File: config.mk
export PLATFORM = sky130hd
export DESIGN_NAME = apb_timer_unit
export DESIGN_NICKNAME = d
export VERILOG_FILES = /design/src/rtl/apb_timer_pkg.sv /design/src/rtl/apb_timer_core.sv /design/src/rtl/apb_timer_unit.sv
export SDC_FILE = /design/constraint.sdc
export NUM_CORES = 1
export LEC_CHECK = 0
export ABC_CLOCK_PERIOD_IN_PS = 2900
export BUFFER_PORTS_ARGS = -buffer_cell sky130_fd_sc_hd__buf_2
export CORE_UTILIZATION = 40
export CTS_BUF_LIST = sky130_fd_sc_hd__clkbuf_4 sky130_fd_sc_hd__clkbuf_8
export CTS_CLUSTER_SIZE = 10
export DETAILED_ROUTE_END_ITERATION = 7
export GPL_ROUTABILITY_DRIVEN = 0
export HOLD_SLACK_MARGIN = 0.15
export SYNTH_ARGS = -nofsm -noshare
export SYNTH_HDL_FRONTEND = slang
export SYNTH_SLANG_ARGS = --single-unit
File: constraint.sdc
create_clock -name clk_i -period 2.9 [get_ports clk_i]
set_input_delay 0.145 -clock clk_i [delete_from_list [all_inputs] [get_ports clk_i]]
set_output_delay 0.145 -clock clk_i [all_outputs]
set_load 0.03 [all_outputs]
File: src/rtl/apb_timer_pkg.sv
`default_nettype none
// ============================================================================
// Module      : apb_timer_pkg
// Description : Shared constants and types for the APB 64-bit timer unit:
//               word-offset decode values, CTRL bit positions, compare reset
//               value and the APB transfer state encoding.
// Revision    : 1.0 - initial release
// ============================================================================
package apb_timer_pkg;

   // Word offsets, decoded from paddr[4:2]
   localparam logic [2:0] OFF_CTRL     = 3'd0;
   localparam logic [2:0] OFF_PRESC    = 3'd1;
   localparam logic [2:0] OFF_CNT_LO   = 3'd2;
   localparam logic [2:0] OFF_CNT_HI   = 3'd3;
   localparam logic [2:0] OFF_CMP_LO   = 3'd4;
   localparam logic [2:0] OFF_CMP_HI   = 3'd5;
   localparam logic [2:0] OFF_STATUS   = 3'd6;
   localparam logic [2:0] OFF_UNMAPPED = 3'd7;

   // CTRL register bit positions
   localparam int CTRL_EN           = 0;
   localparam int CTRL_IRQ_EN       = 1;
   localparam int CTRL_CLR_ON_MATCH = 2;

   // Compare register comes out of reset as all ones so a fresh timer never matches early
   localparam logic [63:0] CMP_RESET = 64'hFFFF_FFFF_FFFF_FFFF;

   // APB transfer state machine
   typedef enum logic [1:0] {
      ST_IDLE = 2'd0,
      ST_WAIT = 2'd1,
      ST_RESP = 2'd2
   } apb_state_t;

endpackage
`default_nettype wire

File: src/rtl/apb_timer_core.sv
`default_nettype none
// ============================================================================
// Module      : apb_timer_core
// Description : Prescaler, 64-bit free-running counter, 64-bit compare and
//               sticky MATCH flag. Register values and per-half write strobes
//               come from the APB register file in the top level.
// Revision    : 1.0 - initial release
// ============================================================================
module apb_timer_core #(
   parameter int PRESC_WIDTH = 16
) (
   input  logic                   clk_i,
   input  logic                   rst_i,
   input  logic                   en,
   input  logic                   clr_on_match,
   input  logic [PRESC_WIDTH-1:0] presc,
   input  logic [63:0]            cmp,
   input  logic                   wr_lo,
   input  logic                   wr_hi,
   input  logic [31:0]            wdata,
   input  logic                   match_clr,
   output logic [63:0]            cnt,
   output logic                   match
);

   logic [PRESC_WIDTH-1:0] pc;
   logic                   tick;
   logic                   hit;
   logic [63:0]            cnt_next;

   // Tick/compare decode and the counter value the tick would produce
   always_comb begin
      tick     = en && (pc == presc);
      hit      = tick && (cnt == cmp);
      cnt_next = cnt;
      if (tick) begin
         cnt_next = (hit && clr_on_match) ? 64'd0 : cnt + 64'd1;
      end
   end

   // Prescaler: counts 0..presc while enabled, parked at 0 when disabled
   always_ff @(posedge clk_i) begin
      if (rst_i || !en || (pc == presc)) begin
         pc <= '0;
      end else begin
         pc <= pc + 1'b1;
      end
   end

   // Counter halves: a bus write to a half overrides that half only; the other
   // half still takes its ticked value (carry is computed from the old count)
   always_ff @(posedge clk_i) begin
      if (rst_i) begin
         cnt <= '0;
      end else begin
         cnt[31:0]  <= wr_lo ? wdata : cnt_next[31:0];
         cnt[63:32] <= wr_hi ? wdata : cnt_next[63:32];
      end
   end

   // Sticky match flag; a new match beats a simultaneous software clear
   always_ff @(posedge clk_i) begin
      if (rst_i) begin
         match <= 1'b0;
      end else if (hit) begin
         match <= 1'b1;
      end else if (match_clr) begin
         match <= 1'b0;
      end
   end

endmodule
`default_nettype wire

File: src/rtl/apb_timer_unit.sv
`default_nettype none
// ============================================================================
// Module      : apb_timer_unit
// Description : APB slave wrapper around apb_timer_core. Holds the one-wait-
//               state transfer FSM, address decode, register file and the
//               CNT_HI shadow used for atomic 64-bit counter readout.
// Revision    : 1.0 - initial release
// ============================================================================
module apb_timer_unit
   import apb_timer_pkg::*;
#(
   parameter int APB_ADDR_WIDTH = 12,
   parameter int PRESC_WIDTH    = 16
) (
   input  logic                      clk_i,
   input  logic                      rst_i,
   input  logic                      psel_i,
   input  logic                      penable_i,
   input  logic                      pwrite_i,
   input  logic [APB_ADDR_WIDTH-1:0] paddr_i,
   input  logic [31:0]               pwdata_i,
   output logic [31:0]               prdata_o,
   output logic                      pready_o,
   output logic                      pslverr_o,
   output logic                      irq_o
);

   apb_state_t             state;
   logic [2:0]             ctrl;
   logic [PRESC_WIDTH-1:0] presc;
   logic [63:0]            cmp;
   logic [31:0]            shadow;
   logic                   wr_q;
   logic [2:0]             idx_q;
   logic [31:0]            wdata_q;

   logic [2:0]             idx;
   logic                   addr_err;
   logic [31:0]            rd_val;
   logic                   commit;
   logic [63:0]            cnt;
   logic                   match;

   // Only paddr[4:0] is decoded; the rest of the address is ignored
   generate
      if (APB_ADDR_WIDTH > 5) begin : g_addr_hi
         logic unused_addr_hi;
         assign unused_addr_hi = ^paddr_i[APB_ADDR_WIDTH-1:5];
      end
   endgenerate

   // Address decode, read mux and write-commit strobe
   always_comb begin
      idx      = paddr_i[4:2];
      addr_err = (paddr_i[1:0] != 2'b00) || (idx == OFF_UNMAPPED);
      commit   = (state == ST_RESP) && wr_q && !pslverr_o;
      case (idx)
         OFF_CTRL:   rd_val = {29'd0, ctrl};
         OFF_PRESC:  rd_val = 32'(presc);
         OFF_CNT_LO: rd_val = cnt[31:0];
         OFF_CNT_HI: rd_val = shadow;
         OFF_CMP_LO: rd_val = cmp[31:0];
         OFF_CMP_HI: rd_val = cmp[63:32];
         OFF_STATUS: rd_val = {31'd0, match};
         default:    rd_val = 32'd0;
      endcase
   end

   // APB transfer FSM: response, error and shadow are captured in the WAIT cycle
   always_ff @(posedge clk_i) begin
      if (rst_i) begin
         state     <= ST_IDLE;
         pready_o  <= 1'b0;
         prdata_o  <= 32'd0;
         pslverr_o <= 1'b0;
         wr_q      <= 1'b0;
         idx_q     <= 3'd0;
         wdata_q   <= 32'd0;
         shadow    <= 32'd0;
      end else begin
         case (state)
            ST_IDLE: begin
               if (psel_i && !penable_i) begin
                  state <= ST_WAIT;
               end
            end
            ST_WAIT: begin
               if (!psel_i) begin
                  state <= ST_IDLE;
               end else if (penable_i) begin
                  state     <= ST_RESP;
                  pready_o  <= 1'b1;
                  pslverr_o <= addr_err;
                  prdata_o  <= (pwrite_i || addr_err) ? 32'd0 : rd_val;
                  wr_q      <= pwrite_i;
                  idx_q     <= idx;
                  wdata_q   <= pwdata_i;
                  if (!pwrite_i && !addr_err && (idx == OFF_CNT_LO)) begin
                     shadow <= cnt[63:32];
                  end
               end
            end
            ST_RESP: begin
               state     <= ST_IDLE;
               pready_o  <= 1'b0;
               prdata_o  <= 32'd0;
               pslverr_o <= 1'b0;
               wr_q      <= 1'b0;
            end
            default: begin
               state <= ST_IDLE;
            end
         endcase
      end
   end

   // Configuration registers, updated at the edge that ends RESP
   always_ff @(posedge clk_i) begin
      if (rst_i) begin
         ctrl  <= 3'd0;
         presc <= '0;
         cmp   <= CMP_RESET;
      end else if (commit) begin
         case (idx_q)
            OFF_CTRL:   ctrl        <= wdata_q[2:0];
            OFF_PRESC:  presc       <= wdata_q[PRESC_WIDTH-1:0];
            OFF_CMP_LO: cmp[31:0]   <= wdata_q;
            OFF_CMP_HI: cmp[63:32]  <= wdata_q;
            default:    ;
         endcase
      end
   end

   // Registered level interrupt
   always_ff @(posedge clk_i) begin
      if (rst_i) begin
         irq_o <= 1'b0;
      end else begin
         irq_o <= match & ctrl[CTRL_IRQ_EN];
      end
   end

   apb_timer_core #(
      .PRESC_WIDTH (PRESC_WIDTH)
   ) u_core (
      .clk_i        (clk_i),
      .rst_i        (rst_i),
      .en           (ctrl[CTRL_EN]),
      .clr_on_match (ctrl[CTRL_CLR_ON_MATCH]),
      .presc        (presc),
      .cmp          (cmp),
      .wr_lo        (commit && (idx_q == OFF_CNT_LO)),
      .wr_hi        (commit && (idx_q == OFF_CNT_HI)),
      .wdata        (wdata_q),
      .match_clr    (commit && (idx_q == OFF_STATUS) && wdata_q[0]),
      .cnt          (cnt),
      .match        (match)
   );

endmodule
`default_nettype wire

# Word level (Yosys, flattened, before mapping)

Cells that the tools add are included.

Flip-flop bits (word level): 269
Input port bits: 49
Output and inout bits: 35

Add/sub/neg operators: 2
Equal/unequal tests: 21
Mux-type cells: 24
Bitwise gates (word level): 1
Reductions and logical operators: 37

Operator list:

| cell                                                                   | count |
|---|---|
| 32-bit one-hot mux with 7 select lines                                 | 1 |
| 32-bit 2-to-1 mux                                                      | 5 |
| 64-bit 2-to-1 mux                                                      | 2 |
| 64-bit by 1-bit adder with 64-bit output (second input constant)       | 1 |
| 64-bit equality test                                                   | 1 |
| 32-bit one-hot mux with 2 select lines                                 | 1 |
| 3-bit equality test (second input constant)                            | 7 |
| 16-bit by 1-bit adder with 16-bit output (second input constant)       | 1 |
| 16-bit equality test                                                   | 1 |
| 3-bit by 2-bit equality test with 1-bit output (second input constant) | 4 |
| 1-bit logical AND                                                      | 12 |
| 2-bit AND reduction                                                    | 5 |
| 2-bit nonzero test                                                     | 5 |
| 1-bit 2-to-1 mux                                                       | 8 |
| 3-bit by 1-bit equality test with 1-bit output (second input constant) | 2 |
| 3-bit zero test                                                        | 2 |
| 2-bit 2-to-1 mux                                                       | 3 |
| 2-bit != test (second input constant)                                  | 3 |
| 1-bit one-hot mux with 2 select lines                                  | 3 |
| 3-bit AND reduction                                                    | 2 |
| 1-bit zero test                                                        | 5 |
| 1-bit logical OR                                                       | 4 |
| 2-bit one-hot mux with 2 select lines                                  | 1 |
| 4-bit AND reduction                                                    | 1 |
| 5 further kinds                                                        | 5 |

# Depth between registers and ports, before layout

Gate-level depths: netlist (run 1).

Word-level depth: 7
Mapped depth: 11
Gate-level depth less buffers: 8

# By module

From an unflattened synthesis (run 1), not the netlist that was laid out.

Cell total of the unflattened synthesis: 1741
Area, all modules: 13720.7 sq um

By module, submodules not included:

| module         | instances | cells an instance | area each (sq um) | seq. area each (sq um) |
|---|---|---|---|---|
| apb_timer_unit | 1         | 912               | 7617.3            | 3763.6 |
| apb_timer_core | 1         | 829               | 6103.4            | 1621.6 |

# Worst setup path before layout (run 1)

OpenSTA, ideal clock, no wires.

Path kind: register to register
Start: register u_core.cnt[17]
End: register u_core.cnt[53]
Setup time: 74 ps
Data arrival time: 2362 ps
Path slack: 464 ps
Cell stages (with the launch flop): 9
Buffers on the path: 1
Period minus slack after synthesis: 2436 ps
Path through: dfxtp_1 > clkbuf_1 > nand4_1 > nor4_2 > and2_4 > nand4_4 > or4_1 > or4_1 > a31oi_1

Cells in the longest elaborated chain, start to end: 6
Elaborated cells on any way between the ends: 7

Ends and longest elaborated chain:

| item                                                                                             | line                 | RTL |
|---|---|---|
| start, declared                                                                                  | apb_timer_core.sv:22 | `output logic [63:0] cnt,` |
| start signal, assigned                                                                           | apb_timer_core.sv:56 | `cnt[31:0] <= wr_lo ? wdata : cnt_next[31:0];` |
| parallel branches: the longest is 3 deep, another holds 64-bit by 1-bit adder with 64-bit output | -                    |  |
| 64-bit 2-to-1 mux (*)                                                                            | apb_timer_core.sv:37 | `cnt_next = (hit && clr_on_match) ? 64'd0 : cnt + 64'd1;` |
| 64-bit 2-to-1 mux (*)                                                                            | apb_timer_core.sv:36 | `if (tick) begin` |
| 32-bit 2-to-1 mux (*)                                                                            | apb_timer_core.sv:57 | `cnt[63:32] <= wr_hi ? wdata : cnt_next[63:32];` |

Every way passes the cells marked *. The select of a mux whose other input is x is not followed.
A chain may end at the register's enable or synchronous reset.

# Final worst setup path (run 1)

Start: register u_core.cnt[43]
End: register u_core.cnt[19]

Cells in the longest elaborated chain, start to end: 6

Ends and longest elaborated chain:

| item                   | line                 | RTL |
|---|---|---|
| start signal, assigned | apb_timer_core.sv:57 |  |
| 64-bit equality test   | apb_timer_core.sv:34 | `hit = tick && (cnt == cmp);` |
| 1-bit logical AND      | apb_timer_core.sv:34 |  |
| 1-bit logical AND      | apb_timer_core.sv:37 |  |
| 64-bit 2-to-1 mux      | apb_timer_core.sv:37 |  |
| 64-bit 2-to-1 mux      | apb_timer_core.sv:36 |  |
| 32-bit 2-to-1 mux      | apb_timer_core.sv:56 |  |

No other way between the ends. The select of a mux whose other input is x is not followed.

==> qor.csv, run 1 <==
metric,value,unit
netlist.area_leader.share,0.398,
h-tree-depth,2,
chipWidth,186,um
place_area,14700,sq um
synth.avg_cell_area,7.65,sq um
vias,13800,
grt-ovfl-total,0,
start_kind,register,
grt_usage,0.299,
drc,0,
combPwrFrac,0.069,
synth_top_area_cell,dfxtp_1,
async_flop_share,0,
r2r_setup_slack,150,ps
synth_fp_nets,1819,
worstPathCellList,"xor2_1, nor4_2, nand4_1, nor4_2, buf_4, nand2_1, buf_4, a221oi_1, a211oi_1",
clock_sinks,269,
place_hpwl,34800,um
synthFlopType,dfxtp_1,
fp.dieH,186,um
drv_cap,0,
cts_setup_buffers,0,
final_max_slew_viol_count,0,
initial_core_util,0.411,
regArea,5390,sq um
synth_most_common_cell,nand2_1,
die_area,34600,sq um
drtAntennaViolNets,0,
status,finished clean,
arrival,3200,ps
portBuffers,76,
dp_cells,2230,
power_density,506,nW/um^2
p_int,0.00617,W
synth_area,13500,sq um
pwr-share-clk,0.464,
core_area,32900,sq um
hold_viol_final,0,
synth-seq-area-share,0.398,
num-fill-cells,3199,
hold_path.class,in2reg,
rsz0062_at_grt,false,
num_rows,66,
synthToLayoutAreaGrowth,19.7,%
syn_inst,1768,
fmax,363,MHz
r2r_cells,9,
crit_fanout,17,
root_buffer,clkbuf_8,
synth_seq_cells,269,
netlist_top_cells_count,"nand2_1, dfxtp_1, a21oi_1",
leakage,6.11,nW
slowest_delay,480,ps
clockBufferDepth,3,
holdPathStages,7,
worst_slew_pin_slew,934,ps
first_iter_violations,1571,
fin_area,16200,sq um
wire_per_inst,21.8,um
finalSetupViolCount,0,
first_pass_iters,6,
irDropWorstVdd,0.441,mV
finalSetupTns,0,ps
boundaryPins,84,
fin_cells,2354,
diodes,0,
layout-drive-gt1-share,0.160,
synth_edf_count,0,
avgViaCountPerCell,5.88,
fin_skew,21.9,ps
routed_wl,51400,um
synth.distinct_cells,72,
max_slew_margin,0.377,
endpoint_kind,register,
cts_buffers,47,
finalNetCount,1931,
cp_slowest_cell,dfxtp_1,
antenna_found_initial,0,
seqPwrFrac,0.467,
required,3340,ps
min_period,2750,ps
fin_crit_sh,0.950,
ys_top_cells_by_area,"dfxtp_1, nand2_1, a21oi_1",
first_global_vias,12900,
cts_tree,yes,
worstSetupPathType,reg2reg,
grt_max_degree,75,
cts.clk_slew.worst_paths,60,ps
multiInputGateArea,7490,sq um
grt_pass1_wl,77600,um
p_sw_frac,0.247,
ys_warn_count,0,
p_switching,0.00203,W
insertion_delay,600,ps
-- worst max-delay path, delay by kind of cell, from the launching register on --
kind | cells | cell delay (ps)
xor gates and xnor gates | 1 | 220
DFF | 1 | 480
and+or+nand+nor | 4 | 1020
AOI/OAI and AO/OA | 2 | 390
buffers and inverters | 2 | 480
-- power by group through the flow --
stage,combinational (W),sequential [W],clock [W]
after global routing,0.000602,0.00383,0.00403
after floorplan,0.000342,0.00386,0
final,0.000568,0.00383,0.00380
after CTS,0.000555,0.00382,0.00385
after global placement,0.000505,0.00390,0
after detailed placement,0.000509,0.00390,0
-- layout by cell type (no fill, tap or decap), drive strengths merged, types with 43 or more instances in the layout --
cell type	netlist	final
dlygate4sd3	0	43
dfxtp	269	269
buf	27	180
nor2	125	125
nand3	115	115
nand2	387	387
a21oi	155	155
clkbuf	132	77
xor2	74	74
-- worst paths after layout --
kind                       start              to
setup / recovery  u_core.cnt[43]  u_core.cnt[19]
hold / removal        paddr_i[0]     prdata_o[0]
setup reg to reg  u_core.cnt[43]  u_core.cnt[19]
hold reg to reg       shadow[26]      shadow[26]
-- metrics by stage --
stage                     total power (W)  worst slack, ps   util  hold WS, ps
final                             0.00820              145  0.492          288
after floorplan                   0.00420              464      -          221
after global routing              0.00846             13.2  0.492          311
after CTS                         0.00823              191  0.491          257
after global placement            0.00441              173  0.447          347
after detailed placement          0.00441              200  0.447          362
-- flip-flops by register name (all words and copies together) (netlist names) --
register and flops:
cmp 64, u_core.cnt 64, ctrl 3, pready_o 1, prdata_o 32, idx_q 3, wr_q 1, shadow 32
wdata_q 32, irq_o 1, presc 16, u_core.pc 16, state 2, pslverr_o 1, u_core.match 1
-- cells by family after synthesis --
kind of cell,after synthesis,share of synthesized area
AND/OR/NAND/NOR,799,0.271
buffers and inverters,175,0.0525
AO/OA/AOI/OAI,393,0.188
adder cells (fa/ha/maj),2,0.00185
XOR/XNOR,98,0.0634
flip-flops,269,0.398
multiplexers,32,0.0259
-- area by class of cell --
type | instances | area share
Multi-Input combinational cell | 1324 | 0.462
Sequential cell | 269 | 0.332
Timing Repair Buffer | 223 | 0.105
Clock buffer | 77 | 0.0600
Tap cell | 442 | 0.0341
Inverter | 15 | 0.00348
Clock inverter | 4 | 0.00294
-- per-layer routing --
metal / wire length [um] / up-vias / track usage
met4: 2450 / 0 / 0.149
met5: 0 / - / 0
met3: 4410 / 128 / 0.0520
li1: - / 6450 / -
met2: 22700 / 666 / 0.462
met1: 21800 / 6604 / 0.399
-- what timing repair did --
action                                  4_1_cts  5_1_grt
resized for setup                             0        2
hold buffers                                 43        0
hold endpoints to repair                     62        0
endpoints found under the setup margin        0       10
No activity file was read; power rests on OpenSTA's default activity.
==> run 2: changes to the inputs <==
- ABC_AREA: unset -> 1
- PLACE_DENSITY: unset -> 0.63
==> run 2 against run 1 <==
Compared with the run above:
- fmax up 3.8%
- register-to-register slack better by 190 ps
- sequential share of layout area down 0.47 points
- non-clock buffer count down 61
- first-iteration DRC count up 8.7%
- worst setup slack better by 100 ps
- power down 3.5%
- routed wire length down 1.3%
- critical endpoint is now prdata_o[9]
- largest cell class unchanged
- highest routed layer unchanged
==> qor.csv, run 2 <==
metric,value,unit,change
num-fill-cells,3547,,was 3199
netlist_top_cells_count,"nand2_1, dfxtp_1, inv_1",,"was nand2_1, dfxtp_1, a21oi_1"
diodes,0,,unchanged
cts_tree,yes,,unchanged
netlist.area_leader.share,0.382,,was 0.398
synth.distinct_cells,47,,was 72
endpoint_kind,register,,unchanged
rsz0062_at_grt,false,,unchanged
synth_edf_count,0,,unchanged
syn_inst,2075,,was 1768
final_common_cell,nand2_1,,unchanged
synth_top_area_cell,dfxtp_1,,unchanged
min_period,2650,ps,was 2750 ps
hold_viol_final,0,,unchanged
portBuffers,76,,unchanged
crit_fanout,32,,was 17
insertion_delay,590,ps,was 600 ps
cts.clk_slew.worst_paths,60,ps,about the same
initial_core_util,0.407,,was 0.411
vias,14800,,was 13800
synth_seq_cells,269,,unchanged
die_area,36000,sq um,was 34600 sq um
boundaryPins,84,,unchanged
clock_sinks,269,,unchanged
wire_per_inst,19.1,um,was 21.8 um
clockBufferDepth,3,,unchanged
cts_buffers,48,,was 47
grt_max_degree,156,,was 75
ys_warn_count,0,,unchanged
place_hpwl,36500,um,was 34800 um
drc,0,,unchanged
routed_wl,50700,um,was 51400 um
first_global_vias,13800,,was 12900
top_regs,"cmp x64, u_core.cnt x64",,unchanged
synth.avg_cell_area,6.79,sq um,was 7.65 sq um
holdBufCountCts,43,,unchanged
finalSetupTns,0,ps,unchanged
ys_top_cells_by_area,"dfxtp_1, nand2_1, a21oi_1",,unchanged
cts_setup_buffers,0,,unchanged
finalSetupViolCount,0,,unchanged
antenna_found_initial,0,,unchanged
grt_pass1_wl,77900,um,was 77600 um
synthToLayoutAreaGrowth,16.5,%,was 19.7%
avgViaCountPerCell,5.58,,was 5.88
first_pass_iters,6,,unchanged
synth_most_common_cell,nand2_1,,unchanged
max_slew_margin,0.277,,was 0.377
finalNetCount,2221,,was 1931
first_iter_violations,1708,,was 1571
worst_slew_pin_slew,1080,ps,was 934 ps
leakage,6.51,nW,was 6.11 nW
async_flop_share,0,,unchanged
drtAntennaViolNets,0,,unchanged
arrival,3160,ps,was 3200 ps
layout-drive-gt1-share,0.112,,was 0.160
r2r_setup_slack,340,ps,was 150 ps
synth_area,14100,sq um,was 13500 sq um
power_density,482,nW/um^2,was 506 nW/um^2
synth-seq-area-share,0.382,,was 0.398
required,3410,ps,was 3340 ps
irDropWorstVdd,0.365,mV,was 0.441 mV
num_rows,68,,was 66
drv_cap,0,,unchanged
start_kind,input pin,,was register
fmax,377,MHz,was 363 MHz
fin_skew,19.4,ps,was 21.9 ps
synthFlopType,dfxtp_1,,unchanged
cts_resized,0,,unchanged
final_max_slew_viol_count,0,,unchanged
fp.dieH,190,um,was 186 um
core_area,34600,sq um,was 32900 sq um
root_buffer,clkbuf_8,,unchanged
worstSetupPathType,in2reg,,was reg2reg
chipWidth,190,um,was 186 um
fin_crit_sh,0.915,,was 0.950
layout_common_cells,"nand2_1, dfxtp_1, inv_1, a21oi_1, nor2_1",,"was nand2_1, dfxtp_1, a21oi_1, nor2_1, nand3_1"
hold_path.class,in2reg,,unchanged
synth_fp_nets,2126,,was 1819
grt-ovfl-total,0,,unchanged
total_power,0.00791,W,was 0.00820 W
grt_usage,0.280,,was 0.299
h-tree-depth,2,,unchanged
status,finished clean,,unchanged
-- run 2: logic make-up (layout without fill, tap and decap cells) --
group	after synthesis	count (layout)	share of synthesized area
and+or+nand+nor	844	844	0.259
adders and majority gates	2	2	0.00177
xor gates and xnor gates	75	75	0.0466
AOI/OAI and AO/OA	504	504	0.205
buffers and inverters	381	510	0.105
DFF	269	269	0.382
-- run 2: worst max-delay path, stage by stage --
cell	delay [ps]
dlygate4sd3_1	530
buf_2	120
nor2_1	80
dlygate4sd3_1	550
o21ai_0	110
nor2_1	110
nand2_1	110
inv_1	800
o21ai_0	360
a21oi_1	230
-- run 2: layout make-up --
cell class	instances	area (sq um)	area share
multi-input combinational	1425	7260	0.442
timing repair buffer	162	1170	0.0714
sequential	269	5390	0.328
clock buffer	71	902	0.0549
tap	455	569	0.0346
clock inverter	13	143	0.00868
inverter	264	993	0.0605
-- run 2: power by group --
group          internal (W)  total, W  switching, W  leakage (nW)
Sequential          0.00371   0.00372    0.00000666          2.17
Combinational      0.000104  0.000300      0.000196          3.79
Clock               0.00225   0.00390       0.00164         0.557
Total               0.00607   0.00791       0.00184          6.51
-- run 2: worst paths after layout --
| path | startpoint | end | cells after the start |
|---|---|---|---|
| hold / removal | pwdata_i[15] | wdata_q[15] | 4 |
| setup reg to reg | state[1] | u_core.cnt[47] | 12 |
| hold reg to reg | prdata_o[25] | prdata_o[25] | 2 |
| setup / recovery | paddr_i[0] | prdata_o[9] | 10 |
-- run 2: stage by stage --
stage / setup WS [ps] / area [sq um] / hold WS [ps] / cells / util
after floorplan: 1130 / 14100 / 222 / 2075 / -
after global placement: 373 / 15000 / 342 / 2532 / 0.432
after detailed placement: 350 / 15000 / 353 / 2532 / 0.432
after CTS: 318 / 16400 / 342 / 2659 / 0.474
after global routing: 60.5 / 16400 / 411 / 2659 / 0.474
final: 246 / 16400 / 370 / 2659 / 0.474
-- run 2: routing by layer --
layer  vias up  global-route usage  share of wire
met3       101              0.0454          0.099
met4         0              0.0974          0.030
met2       719               0.444           0.44
li1       7068                   -              -
met1      6941               0.385           0.43
met5         -                   0              0
